--- src/rtl/nvme_ctrl_state.sv ---
// nvme_ctrl_state: controller enable/shutdown sequencer for the NVMe register block.
// Follows the host-written CC register and produces the CSTS status bits (RDY, CFS, SHST).
// It also handshakes with the queue/datapath engines for the init, shutdown and reset phases.
// Ports:
//   clk, reset_n        clock, asynchronous active-low reset
//   cc[31:0]            CC register level (EN=cc[0], SHN=cc[15:14])
//   csts[31:0]          CSTS value: [0]RDY [1]CFS [3:2]SHST, rest zero
//   init_req/init_ack   datapath init handshake
//   shdn_req/shdn_ack   orderly shutdown handshake
//   rst_req/rst_ack     internal controller reset handshake
//   state_o[2:0]        current sequencer state (debug)
module nvme_ctrl_state #(
  parameter int unsigned TIMEOUT_CYCLES = 1000,
  parameter int unsigned CNT_W          = 16
) (
  input  logic        clk,
  input  logic        reset_n,
  input  logic [31:0] cc,
  output logic [31:0] csts,
  output logic        init_req,
  input  logic        init_ack,
  output logic        shdn_req,
  input  logic        shdn_ack,
  output logic        rst_req,
  input  logic        rst_ack,
  output logic [2:0]  state_o
);

  localparam int unsigned CSTS_PAD_W = 28;
  localparam logic [CNT_W-1:0] CNT_LAST = CNT_W'(TIMEOUT_CYCLES - 1);

  typedef enum logic [2:0] {
    DISABLED  = 3'd0,
    ENABLING  = 3'd1,
    READY     = 3'd2,
    SHUTDOWN  = 3'd3,
    SHDN_DONE = 3'd4,
    DISABLING = 3'd5,
    FATAL     = 3'd6
  } state_e;

  state_e           state_q, state_d;
  logic             rdy_q, rdy_d;
  logic             cfs_q, cfs_d;
  logic [1:0]       shst_q, shst_d;
  logic             init_req_q, init_req_d;
  logic             shdn_req_q, shdn_req_d;
  logic             rst_req_q, rst_req_d;
  logic [CNT_W-1:0] cnt_q, cnt_d;

  logic       en_c;
  logic [1:0] shn_c;
  logic       timeout_c;
  logic       unused_cc;

  assign en_c      = cc[0];
  assign shn_c     = cc[15:14];
  assign unused_cc = ^{cc[31:16], cc[13:1]};
  // The phase counter is only meaningful while a req is outstanding.
  assign timeout_c = (cnt_q == CNT_LAST);

  // State and status registers
  always_ff @(posedge clk or negedge reset_n) begin
    if (!reset_n) begin
      state_q    <= DISABLED;
      rdy_q      <= 1'b0;
      cfs_q      <= 1'b0;
      shst_q     <= 2'b00;
      init_req_q <= 1'b0;
      shdn_req_q <= 1'b0;
      rst_req_q  <= 1'b0;
      cnt_q      <= '0;
    end else begin
      state_q    <= state_d;
      rdy_q      <= rdy_d;
      cfs_q      <= cfs_d;
      shst_q     <= shst_d;
      init_req_q <= init_req_d;
      shdn_req_q <= shdn_req_d;
      rst_req_q  <= rst_req_d;
      cnt_q      <= cnt_d;
    end
  end

  // Next state and next register values; EN=0 beats ack, ack beats timeout, timeout beats SHN
  always_comb begin
    state_d    = state_q;
    rdy_d      = rdy_q;
    cfs_d      = cfs_q;
    shst_d     = shst_q;
    init_req_d = init_req_q;
    shdn_req_d = shdn_req_q;
    rst_req_d  = rst_req_q;
    cnt_d      = cnt_q;

    case (state_q)
      DISABLED: begin
        if (en_c) begin
          state_d    = ENABLING;
          init_req_d = 1'b1;
          cnt_d      = '0;
        end
      end

      ENABLING: begin
        if (!en_c) begin
          state_d    = DISABLING;
          init_req_d = 1'b0;
          rst_req_d  = 1'b1;
          cnt_d      = '0;
        end else if (init_ack) begin
          state_d    = READY;
          init_req_d = 1'b0;
          rdy_d      = 1'b1;
        end else if (timeout_c) begin
          state_d    = FATAL;
          init_req_d = 1'b0;
          cfs_d      = 1'b1;
        end else begin
          cnt_d = cnt_q + CNT_W'(1);
        end
      end

      READY: begin
        if (!en_c) begin
          state_d   = DISABLING;
          rst_req_d = 1'b1;
          cnt_d     = '0;
        end else if (shn_c != 2'b00) begin
          state_d    = SHUTDOWN;
          shst_d     = 2'b01;
          shdn_req_d = 1'b1;
          cnt_d      = '0;
        end
      end

      SHUTDOWN: begin
        if (!en_c) begin
          state_d    = DISABLING;
          shdn_req_d = 1'b0;
          rst_req_d  = 1'b1;
          cnt_d      = '0;
        end else if (shdn_ack) begin
          state_d    = SHDN_DONE;
          shst_d     = 2'b10;
          shdn_req_d = 1'b0;
        end else if (timeout_c) begin
          state_d    = FATAL;
          shdn_req_d = 1'b0;
          cfs_d      = 1'b1;
        end else begin
          cnt_d = cnt_q + CNT_W'(1);
        end
      end

      SHDN_DONE, FATAL: begin
        if (!en_c) begin
          state_d   = DISABLING;
          rst_req_d = 1'b1;
          cnt_d     = '0;
        end
      end

      DISABLING: begin
        // EN is deliberately ignored until DISABLED is reached.
        if (rst_ack) begin
          state_d   = DISABLED;
          rst_req_d = 1'b0;
          rdy_d     = 1'b0;
          cfs_d     = 1'b0;
          shst_d    = 2'b00;
        end else if (timeout_c) begin
          state_d   = DISABLED;
          rst_req_d = 1'b0;
          rdy_d     = 1'b0;
          cfs_d     = 1'b1;
          shst_d    = 2'b00;
        end else begin
          cnt_d = cnt_q + CNT_W'(1);
        end
      end

      default: begin
        state_d    = DISABLED;
        init_req_d = 1'b0;
        shdn_req_d = 1'b0;
        rst_req_d  = 1'b0;
        rdy_d      = 1'b0;
        shst_d     = 2'b00;
      end
    endcase
  end

  assign csts     = {CSTS_PAD_W'(0), shst_q, cfs_q, rdy_q};
  assign init_req = init_req_q;
  assign shdn_req = shdn_req_q;
  assign rst_req  = rst_req_q;
  assign state_o  = state_q;

endmodule

--- config.mk ---
export PLATFORM = sky130hd
export DESIGN_NAME = nvme_ctrl_state
export DESIGN_NICKNAME = d
export VERILOG_FILES = /design/src/rtl/nvme_ctrl_state.sv
export SDC_FILE = /design/constraint.sdc
export NUM_CORES = 1
export LEC_CHECK = 0
export BUFFER_PORTS_ARGS = -buffer_cell sky130_fd_sc_hd__buf_4
export CORE_UTILIZATION = 44
export DETAILED_ROUTE_END_ITERATION = 8
export GPL_TIMING_DRIVEN = 0
export PLACE_DENSITY = 0.85
export SLEW_MARGIN = 20
export SYNTH_ARGS = -nofsm -noshare
export SYNTH_HDL_FRONTEND = slang
export SYNTH_SLANG_ARGS = --single-unit
--- constraint.sdc ---
create_clock -name clk -period 1.7 [get_ports clk]
set_input_delay 0.425 -clock clk [delete_from_list [all_inputs] [get_ports clk]]
set_output_delay 0.425 -clock clk [all_outputs]
set_load 0.02 [all_outputs]
==> flow_summary.ini, run 1 <==
[pwr]
clock_network_fraction_of_design_power_pct = 13.3
internal_power_w = 0.00168
static-leakage-power_nw = 1.10
net_switching_w = 0.00135
ir_worst_vdd_mv = 0.585
cellPowerDensity_nw_per_um2 = 1250
p_total_w = 0.00303
power.sequential.fraction_pct = 29.4
power.combinational.fraction_pct = 57.3
sw_frac_of_total_pct = 44.6

[synthesis]
synth_compound_gate_area_share_pct = 20.6
synth_seq_area_share_pct = 34.4
synthesis.area_per_instance_um2 = 8.55
synth_ff_type = dfrtp_1
synth-warning-count = 0
synth_area_um2 = 1890
synth-async-reset-ratio_pct = 100
post_synth_mux_area_share_pct = 3.18
yosys.area_share.xor_xnor_pct = 0
synth_seq_cells = 26
synth_enable_flop_cells = 0
synth_simple_gate_area_share_pct = 24.2
synth_top_family_by_area = simple AND/OR/NAND/NOR gates
post_synthesis_share_of_cell_area_spent_on_full_adders_half_adders_and_majority_gates_pct = 0.662
netlist_instances = 221
ys_types = 47

[placement]
detailed_place.area_um2 = 2190
pre_cts_ws_ns = -0.307
dp_hpwl_um = 3020
io_buffers = 17
routabilityCongestion = 0.925

[timing]
timing.max_slew.rel_slack_pct = 64.6
fmax_ghz = 0.561
clock_skew_ns = 0.00384
max_slew.worst_pin.slew_ns = 0.527
setup_repair_after_global_routing_missed_its_margin = yes
drv_slew = 0
final.min_clock_period_ns = 1.78
postLayoutSetupSlackWorst_ns = -0.0831
final-hold-violation-count = 0
final-setup-viol-count = 10
min_period_over_period_pct = 105

[final_layout]
multi_input_comb_area_um2 = 1100
register_area_um2 = 654
fillers = 342
final_common_cell = buf_4
antenna_cells = 0
layout.nets = 318
drive_above_1_share_pct = 33.0
syn2layout_area_growth_pct = 28.5
finalInstanceArea_um2 = 2430
final_cell_mix = buf_4, conb_1, dfrtp_1, nand2_1, nand3_1

[outcome]
violations_in_the_final_reports = negative setup slack
run_status = finished with violations

[worst_setup_path]
crit_chain = or3_4 > nor4_4 > buf_6 > buf_6 > o211ai_1 > a21o_1
critical_path.reg2reg.startpoint = cnt_q[10]$_DFFE_PN0P_
worst_path_largest_cell_delay_ns = 0.47
crit_required_ns = 1.87
path_max_fanout = 8
crit_path_end_kind = register
worstSetupStartpointType = register
timing.setup.critical_path_class = reg2reg
r2r_slack_ns = -0.08
cpMaxStageDelayCell = dfrtp_2
top_cell_by_count_worst_path = buf_6
crit-reg2reg-capture = shdn_req$_DFFE_PN0P_
critical_path_arrival_ns = 1.95
reg2regPathDepth = 6
worst_setup_path_endpoint = shdn_req$_DFFE_PN0P_
setup.worst_path.start = cnt_q[10]$_DFFE_PN0P_

[cts]
cts_buffers = 3
cts-root-to-sink-buffers = 2
clock-sinks = 26
clock-root-buffer = clkbuf_8
postCtsHoldBufs = 0
insertion_delay_ns = 0.27
tritoncts = yes
cts.clk_slew.worst_paths_ns = 0.09
h_tree_levels = 1

[global_routing]
grt_total_usage_pct = 21.1
overflow = 0
grt_start_max_net_pins = 27
first_global_vias = 1605
grt_pass1_wl_um = 7350
initial_antenna_violation_count = 0

[routing]
vias = 1806
count_of_nets_left_with_antenna_violations_after_detail_routing = 0
drt_first_iter_violations = 133
drtPass1Iterations = 5
avgViaCountPerCell = 5.49
drc = 0
post_drt_wl_per_cell_um = 13.7
wl_um = 4510

[floorplan]
die-height_um = 67.5
io_pins = 75
core_area_um2 = 4060
die_area_um2 = 4560
chipWidth_um = 67.5
placement_rows = 23
initial_utilization_pct = 46.6

[flow_run]
cap_violations = 0

[hold_path]
holdCritPathClass = in2async
==> through the flow <==
step	setup TNS [ns]	utilization [%]	hold WS, ns	cells
floorplan	-0.0808	-	0.129	248
global placement	-4.81	54.0	0.353	315
detailed placement	-5.10	54.0	0.355	315
CTS	-1.12	58.0	0.0601	328
global route	-1.66	59.9	0.0698	329
finish	-0.410	59.9	0.0504	329
==> sequential cells by signal (all words and copies together), names as in the netlist <==
| name | cells |
|---|---|
| cnt_q | 16 |
| shst_q | 2 |
| init_req | 1 |
| rst_req | 1 |
| cfs_q | 1 |
| rdy_q | 1 |
| shdn_req | 1 |
| state_o | 3 |
==> logic make-up after synthesis <==
family                   after synthesis
AND/OR/NAND/NOR                       78
buffers and inverters                 50
multiplexers                           6
adder cells (fa/ha/maj)                1
AO/OA/AOI/OAI                         59
other                                  1
flip-flops                            26
==> cell type report <==
cell class                 instances  share of cell area (%)
buffer                            38                    11.7
clock buffer                       4                    2.27
multi-input combinational        172                    45.2
tap                               50                    2.58
timing repair buffer              31                    10.0
sequential                        26                    26.9
inverter                           8                    1.24
==> synth_stat cells (all sizes together), types with 2 or more instances <==
library cell  number  area, um2
a211oi             6       45.0
a21oi             13       65.1
a22o               3       27.5
a31oi             11       68.8
and2               3       18.8
and3               4       26.3
buf               33        243
clkbuf             9       43.8
dfrtp             26        651
inv                8       30.0
mux2i              6       60.1
nand2             14       52.6
nand2b             3       18.8
nand3             14       70.1
nand4              9       56.3
nand4b             2       17.5
nor2              10       37.5
nor2b              2       12.5
nor3b              3       22.5
nor4               7       65.1
o211ai             4       30.0
o21ai             11       55.1
or3                2       12.5
==> worst min-delay path by stage <==
| stage | to | slack [ns] | cells past startpoint |
|---|---|---|---|
| 2_1_floorplan | cfs_q$_DFFE_PN0P_ | 0.13 | 0 |
| 3_3_place_gp | init_req$_DFFE_PN0P_ | 0.35 | 1 |
| 3_5_place_dp | cfs_q$_DFFE_PN0P_ | 0.36 | 1 |
| 4_1_cts | init_req$_DFFE_PN0P_ | 0.06 | 1 |
| 5_1_grt | cfs_q$_DFFE_PN0P_ | 0.07 | 1 |
| 6_report | init_req$_DFFE_PN0P_ | 0.05 | 1 |
==> worst max-delay path, delay by kind of cell, from the launching register on <==
kind	cells	cell delay (ns)
buffers and inverters	2	0.25
AOI/OAI and AO/OA	2	0.27
and+or+nand+nor	2	0.69
DFF	1	0.47
==> metal layers <==
| metal | track usage, % | share of wire [%] | vias to the layer above |
|---|---|---|---|
| li1 | - | - | 880 |
| met1 | 29.6 | 43 | 831 |
| met2 | 31.8 | 47 | 89 |
| met3 | 2.87 | 8.2 | 6 |
| met4 | 9.31 | 1.6 | 0 |
| met5 | 0 | 0 | - |
==> power by group through the flow <==
stage               Sequential [W]  Combinational (W)  Clock (W)
floorplan                 0.000947           0.000998          0
CTS                       0.000860            0.00160   0.000412
detailed placement        0.000869            0.00148          0
finish                    0.000889            0.00173   0.000403
global route              0.000904            0.00192   0.000439
global placement          0.000865            0.00147          0
==> timing repair <==
| item | 4_1_cts | 5_1_grt |
|---|---|---|
| endpoints found under the setup margin | 25 | 25 |
| hold endpoints to repair | 0 | 0 |
| resized for setup | 12 | 18 |
| buffers inserted | 11 | 3 |
| pin swaps | 7 | 9 |
Power figures use the tool's default switching activity.
==> run 2, diff against run 1 <==
--- a/config.mk
+++ b/config.mk
@@ -6,10 +6,12 @@
 export NUM_CORES = 1
 export LEC_CHECK = 0
 export BUFFER_PORTS_ARGS = -buffer_cell sky130_fd_sc_hd__buf_4
-export CORE_UTILIZATION = 44
+export CELL_PAD_IN_SITES_DETAIL_PLACEMENT = 0
+export CELL_PAD_IN_SITES_GLOBAL_PLACEMENT = 1
+export CORE_UTILIZATION = 31
 export DETAILED_ROUTE_END_ITERATION = 8
 export GPL_TIMING_DRIVEN = 0
-export PLACE_DENSITY = 0.85
+export PLACE_DENSITY = 0.84
 export SLEW_MARGIN = 20
 export SYNTH_ARGS = -nofsm -noshare
 export SYNTH_HDL_FRONTEND = slang
==> flow_summary.ini, run 2 (synthesis gave the netlist of run 1 again) <==
[routing]
avgViaCountPerCell = 4.98
post_drt_wl_per_cell_um = 13.7
drt_first_iter_violations = 145
count_of_nets_left_with_antenna_violations_after_detail_routing = 0
drtPass1Iterations = 4
wl_um = 5010
vias = 1824
drc = 0

[worst_setup_path]
timing.setup.critical_path_class = reg2reg
path_max_fanout = 7
critical_path_arrival_ns = 1.95
worstSetupStartpointType = register
crit_path_end_kind = register
crit_required_ns = 1.87

[final_layout]
final_cell_mix = buf_4, conb_1, dfrtp_1, nand2_1, nand3_1
final_core_utilization_pct = 44.5
layout.cells.non_filler = 366
antenna_cells = 0
drive_above_1_share_pct = 39.5
final_common_cell = buf_4
finalInstanceArea_um2 = 2620
layout.nets = 330
top_register = cnt_q
flip_flop_count_of_the_largest_register_all_copies_and_words_added = 16
syn2layout_area_growth_pct = 38.7

[placement]
detailed_place.area_um2 = 2220
placed_cells = 340
routabilityCongestion = 0.833
io_buffers = 17
dp_hpwl_um = 3240

[cts]
clock-root-buffer = clkbuf_8
tritoncts = yes
clock-sinks = 26
cts_buffers = 3
cts.clk_slew.worst_paths_ns = 0.10
insertion_delay_ns = 0.28
cts-root-to-sink-buffers = 2
h_tree_levels = 1

[pwr]
static-leakage-power_nw = 1.18
cellPowerDensity_nw_per_um2 = 1290
ir_worst_vdd_mv = 0.638
p_total_w = 0.00339

[timing]
clock_skew_ns = 0.00458
drv_slew = 0
min_period_over_period_pct = 105
final-setup-viol-count = 6
setup_repair_after_global_routing_missed_its_margin = yes
final-hold-violation-count = 0
fmax_ghz = 0.562
postLayoutSetupSlackWorst_ns = -0.0782
final.min_clock_period_ns = 1.78
fin_worst_hold_slack_ns = 0.0415

[floorplan]
io_pins = 75
core_area_um2 = 5890
chipWidth_um = 80.1
die-height_um = 80.1
initial_utilization_pct = 32.1
placement_rows = 28
die_area_um2 = 6410

[global_routing]
overflow = 0
grt_util_met1_pct = 20.2
initial_antenna_violation_count = 0
grtUsageMet3_pct = 1.36
grt_pass1_wl_um = 7910
first_global_vias = 1669
grt_util_met2_pct = 26.7
grt_start_max_net_pins = 27
global_route.peak_usage_layer = met2
grt_total_usage_pct = 15.6

[outcome]
run_status = finished with violations
violations_in_the_final_reports = negative setup slack

[hold_path]
holdCritPathClass = in2async

[flow_run]
cap_violations = 0
-- run 2: per-layer routing --
metal  share of wire [%]  wire (um)
met5                   0          0
met4                 1.6         79
met3                 4.4        219
met2                  50       2480
met1                  44       2220
-- run 2: final cells by class --
cell class / count / area (um2)
plain buffers: 39 / 290
repair buffers: 42 / 327
flip-flops and latches: 26 / 658
inverters: 8 / 30.0
multi-input cells: 172 / 1150
clock inverters: 1 / 30.0
fillers: 586 / 3260
well taps: 75 / 93.8
clock buffers: 3 / 41.3
-- run 2: power breakdown --
group          internal [W]  leakage, nW  switching (W)
sequential         0.000749        0.338       0.000151
combinational      0.000869        0.811        0.00110
clock              0.000316       0.0357       0.000215
total               0.00193         1.18        0.00146
-- run 2: path summary, 6_finish.rpt --
check / startpoint / to / slack, ns / cells past startpoint
worst min-delay path: reset_n / cfs_q$_DFFE_PN0P_ / 0.04 / 1
worst max register to register: cnt_q[12]$_DFFE_PN0P_ / shst_q[0]$_DFFE_PN0P_ / -0.08 / 6
worst max-delay path: cnt_q[12]$_DFFE_PN0P_ / shst_q[0]$_DFFE_PN0P_ / -0.08 / 6
worst min register to register: shdn_req$_DFFE_PN0P_ / shdn_req$_DFFE_PN0P_ / 0.49 / 1
max in group asynchronous: reset_n / cnt_q[3]$_DFFE_PN0P_ / 1.37 / 1
min in group clk: rst_ack / rst_req$_DFFE_PN0P_ / 0.48 / 4
-- run 2: what timing repair did --
action / CTS / global route
pin swaps: 11 / 12
hold buffers: 0 / 0
gates resized for setup: 15 / 33
setup endpoints to repair: 25 / 25
buffers inserted: 13 / 12
-- run 2: through the flow --
step                      TNS, ns  worst slack [ns]
final                      -0.188           -0.0782
after global routing       -0.653            -0.120
after CTS                  -0.961            -0.173
after detailed placement    -6.28            -0.345
after global placement      -6.03            -0.357
after floorplan           -0.0808           -0.0766
-- run 2: worst max-delay path: stages, from the launching register on --
cell and delay (ns):
dfrtp_1 0.40, buf_8 0.13, or3_4 0.33, nor4_4 0.29, buf_6 0.18, nor4_2 0.06
o32a_1 0.28
==> run 3, diff against run 2 <==
--- a/config.mk
+++ b/config.mk
@@ -12,7 +12,9 @@
 export DETAILED_ROUTE_END_ITERATION = 8
 export GPL_TIMING_DRIVEN = 0
 export PLACE_DENSITY = 0.84
+export SKIP_CTS_REPAIR_TIMING = 1
 export SLEW_MARGIN = 20
 export SYNTH_ARGS = -nofsm -noshare
 export SYNTH_HDL_FRONTEND = slang
 export SYNTH_SLANG_ARGS = --single-unit
+export TNS_END_PERCENT = 20
==> constraint.sdc (replaced) <==
create_clock -name clk -period 1.7 [get_ports clk]
set_input_delay 0.085 -clock clk [delete_from_list [all_inputs] [get_ports clk]]
set_output_delay 0.085 -clock clk [all_outputs]
set_load 0.02 [all_outputs]
==> flow_summary.ini, run 3 (synthesis gave the netlist of run 1 again) <==
[outcome]
run_status = finished with violations
violations_in_the_final_reports = negative setup slack

[final_layout]
layout.nets = 321
antenna_cells = 0
drive_above_1_share_pct = 34.0
flip_flop_count_of_the_largest_register_all_copies_and_words_added = 16
final_common_cell = buf_4
finalInstanceArea_um2 = 2500
final_cell_mix = buf_4, conb_1, dfrtp_1, nand2_1, nand3_1
final_core_utilization_pct = 42.5
layout.cells.non_filler = 357
top_register = cnt_q
syn2layout_area_growth_pct = 32.4

[timing]
drv_slew = 0
setup_repair_after_global_routing_missed_its_margin = yes
clock_skew_ns = 0.00979
setup-tns-final_ns = -0.705
final.min_clock_period_ns = 1.85
min_period_over_period_pct = 109
postLayoutSetupSlackWorst_ns = -0.151
fin_worst_hold_slack_ns = 0.113
final-hold-violation-count = 0
fmax_ghz = 0.540
final-setup-viol-count = 9

[pwr]
ir_worst_vdd_mv = 0.711
static-leakage-power_nw = 1.12
cellPowerDensity_nw_per_um2 = 1310

[cts]
cts.clk_slew.worst_paths_ns = 0.10
tritoncts = yes
cts_buffers = 3
insertion_delay_ns = 0.28
clock-sinks = 26
cts-root-to-sink-buffers = 2
clock-root-buffer = clkbuf_8
h_tree_levels = 1

[worst_setup_path]
critical_path_buf_inv_count = 1
reg2regPathDepth = 5
worst_path_largest_cell_delay_ns = 0.54
crit_path_end_kind = register
critical_path.reg2reg.startpoint = cnt_q[14]$_DFFE_PN0P_
path_max_fanout = 6
setup.worst_path.start = cnt_q[14]$_DFFE_PN0P_
path_delay_family = simple AND/OR/NAND/NOR gates
r2r_slack_ns = -0.15
crit-reg2reg-capture = shst_q[0]$_DFFE_PN0P_
critical_path_depth = 5
cpMaxStageDelayCell = or4_4
timing.setup.critical_path_class = reg2reg
worstSetupStartpointType = register
worst_setup_path_endpoint = shst_q[0]$_DFFE_PN0P_
crit_required_ns = 1.87
crit_chain = or4_4 > nor4_4 > buf_6 > nor4_2 > o32a_1
critical_path_arrival_ns = 2.02

[floorplan]
die_area_um2 = 6410
chipWidth_um = 80.1
core_area_um2 = 5890
initial_utilization_pct = 32.1
io_pins = 75
placement_rows = 28
die-height_um = 80.1

[hold_path]
holdCritPathClass = in2reg
hold_depth = 4

[placement]
routabilityCongestion = 0.833
dp_hpwl_um = 3240
detailed_place.area_um2 = 2220
placed_cells = 340
io_buffers = 17

[global_routing]
grt_total_usage_pct = 14.9
overflow = 0
initial_antenna_violation_count = 0
grt_pass1_wl_um = 7490
first_global_vias = 1562
grt_start_max_net_pins = 27

[flow_run]
cap_violations = 0

[routing]
count_of_nets_left_with_antenna_violations_after_detail_routing = 0
avgViaCountPerCell = 5.01
wl_um = 4680
vias = 1787
drtPass1Iterations = 4
drt_first_iter_violations = 141
drc = 0
post_drt_wl_per_cell_um = 13.1
## run 3: cell count changes in the layout (fill, tap and decap cells not counted), sizes merged
| cell | previous run | this run |
|---|---|---|
| clkbuf | 6 | 9 |
| buf | 78 | 65 |
| dlygate4sd3 | 0 | 1 |
## run 3: metrics by stage
| stage | power, W | worst slack, ns |
|---|---|---|
| after floorplan | 0.00194 | -0.0766 |
| after global placement | 0.00237 | -0.333 |
| after detailed placement | 0.00239 | -0.345 |
| after CTS | 0.00293 | -0.377 |
| after global routing | 0.00350 | -0.177 |
| final | 0.00327 | -0.151 |
## run 3: layout make-up
class | count | area (um2)
buffer | 41 | 307
clock buffer | 3 | 41.3
clock inverter | 1 | 30.0
fill | 591 | 3380
inverter | 8 | 30.0
multi-input combinational | 172 | 1100
sequential | 26 | 656
tap | 75 | 93.8
timing repair buffer | 31 | 239
## run 3: where the power goes
group / internal, W / switching, W
sequential: 0.000747 / 0.000137
clock: 0.000316 / 0.000215
combinational: 0.000791 / 0.00106
## run 3: tightest hold or removal path, cell delays in order
cell	delay, ns
buf_4	0.11
nor2_1	0.06
nand3_1	0.07
nand2_1	0.04
## run 3: worst min-delay path by stage
stage                     startpoint                   to
after floorplan              reset_n    cfs_q$_DFFE_PN0P_
after global placement       reset_n    cfs_q$_DFFE_PN0P_
after detailed placement     reset_n    cfs_q$_DFFE_PN0P_
after CTS                    reset_n    cfs_q$_DFFE_PN0P_
after global routing         rst_ack  rst_req$_DFFE_PN0P_
final                        rst_ack  rst_req$_DFFE_PN0P_
## run 3: routing by layer
layer | wire (um) | vias up | GRT usage (%)
li1 | - | 884 | -
met1 | 2140 | 850 | 19.7
met2 | 2270 | 48 | 25.5
met3 | 200 | 5 | 1.36
met4 | 59 | 0 | 4.29
met5 | 0 | - | 0
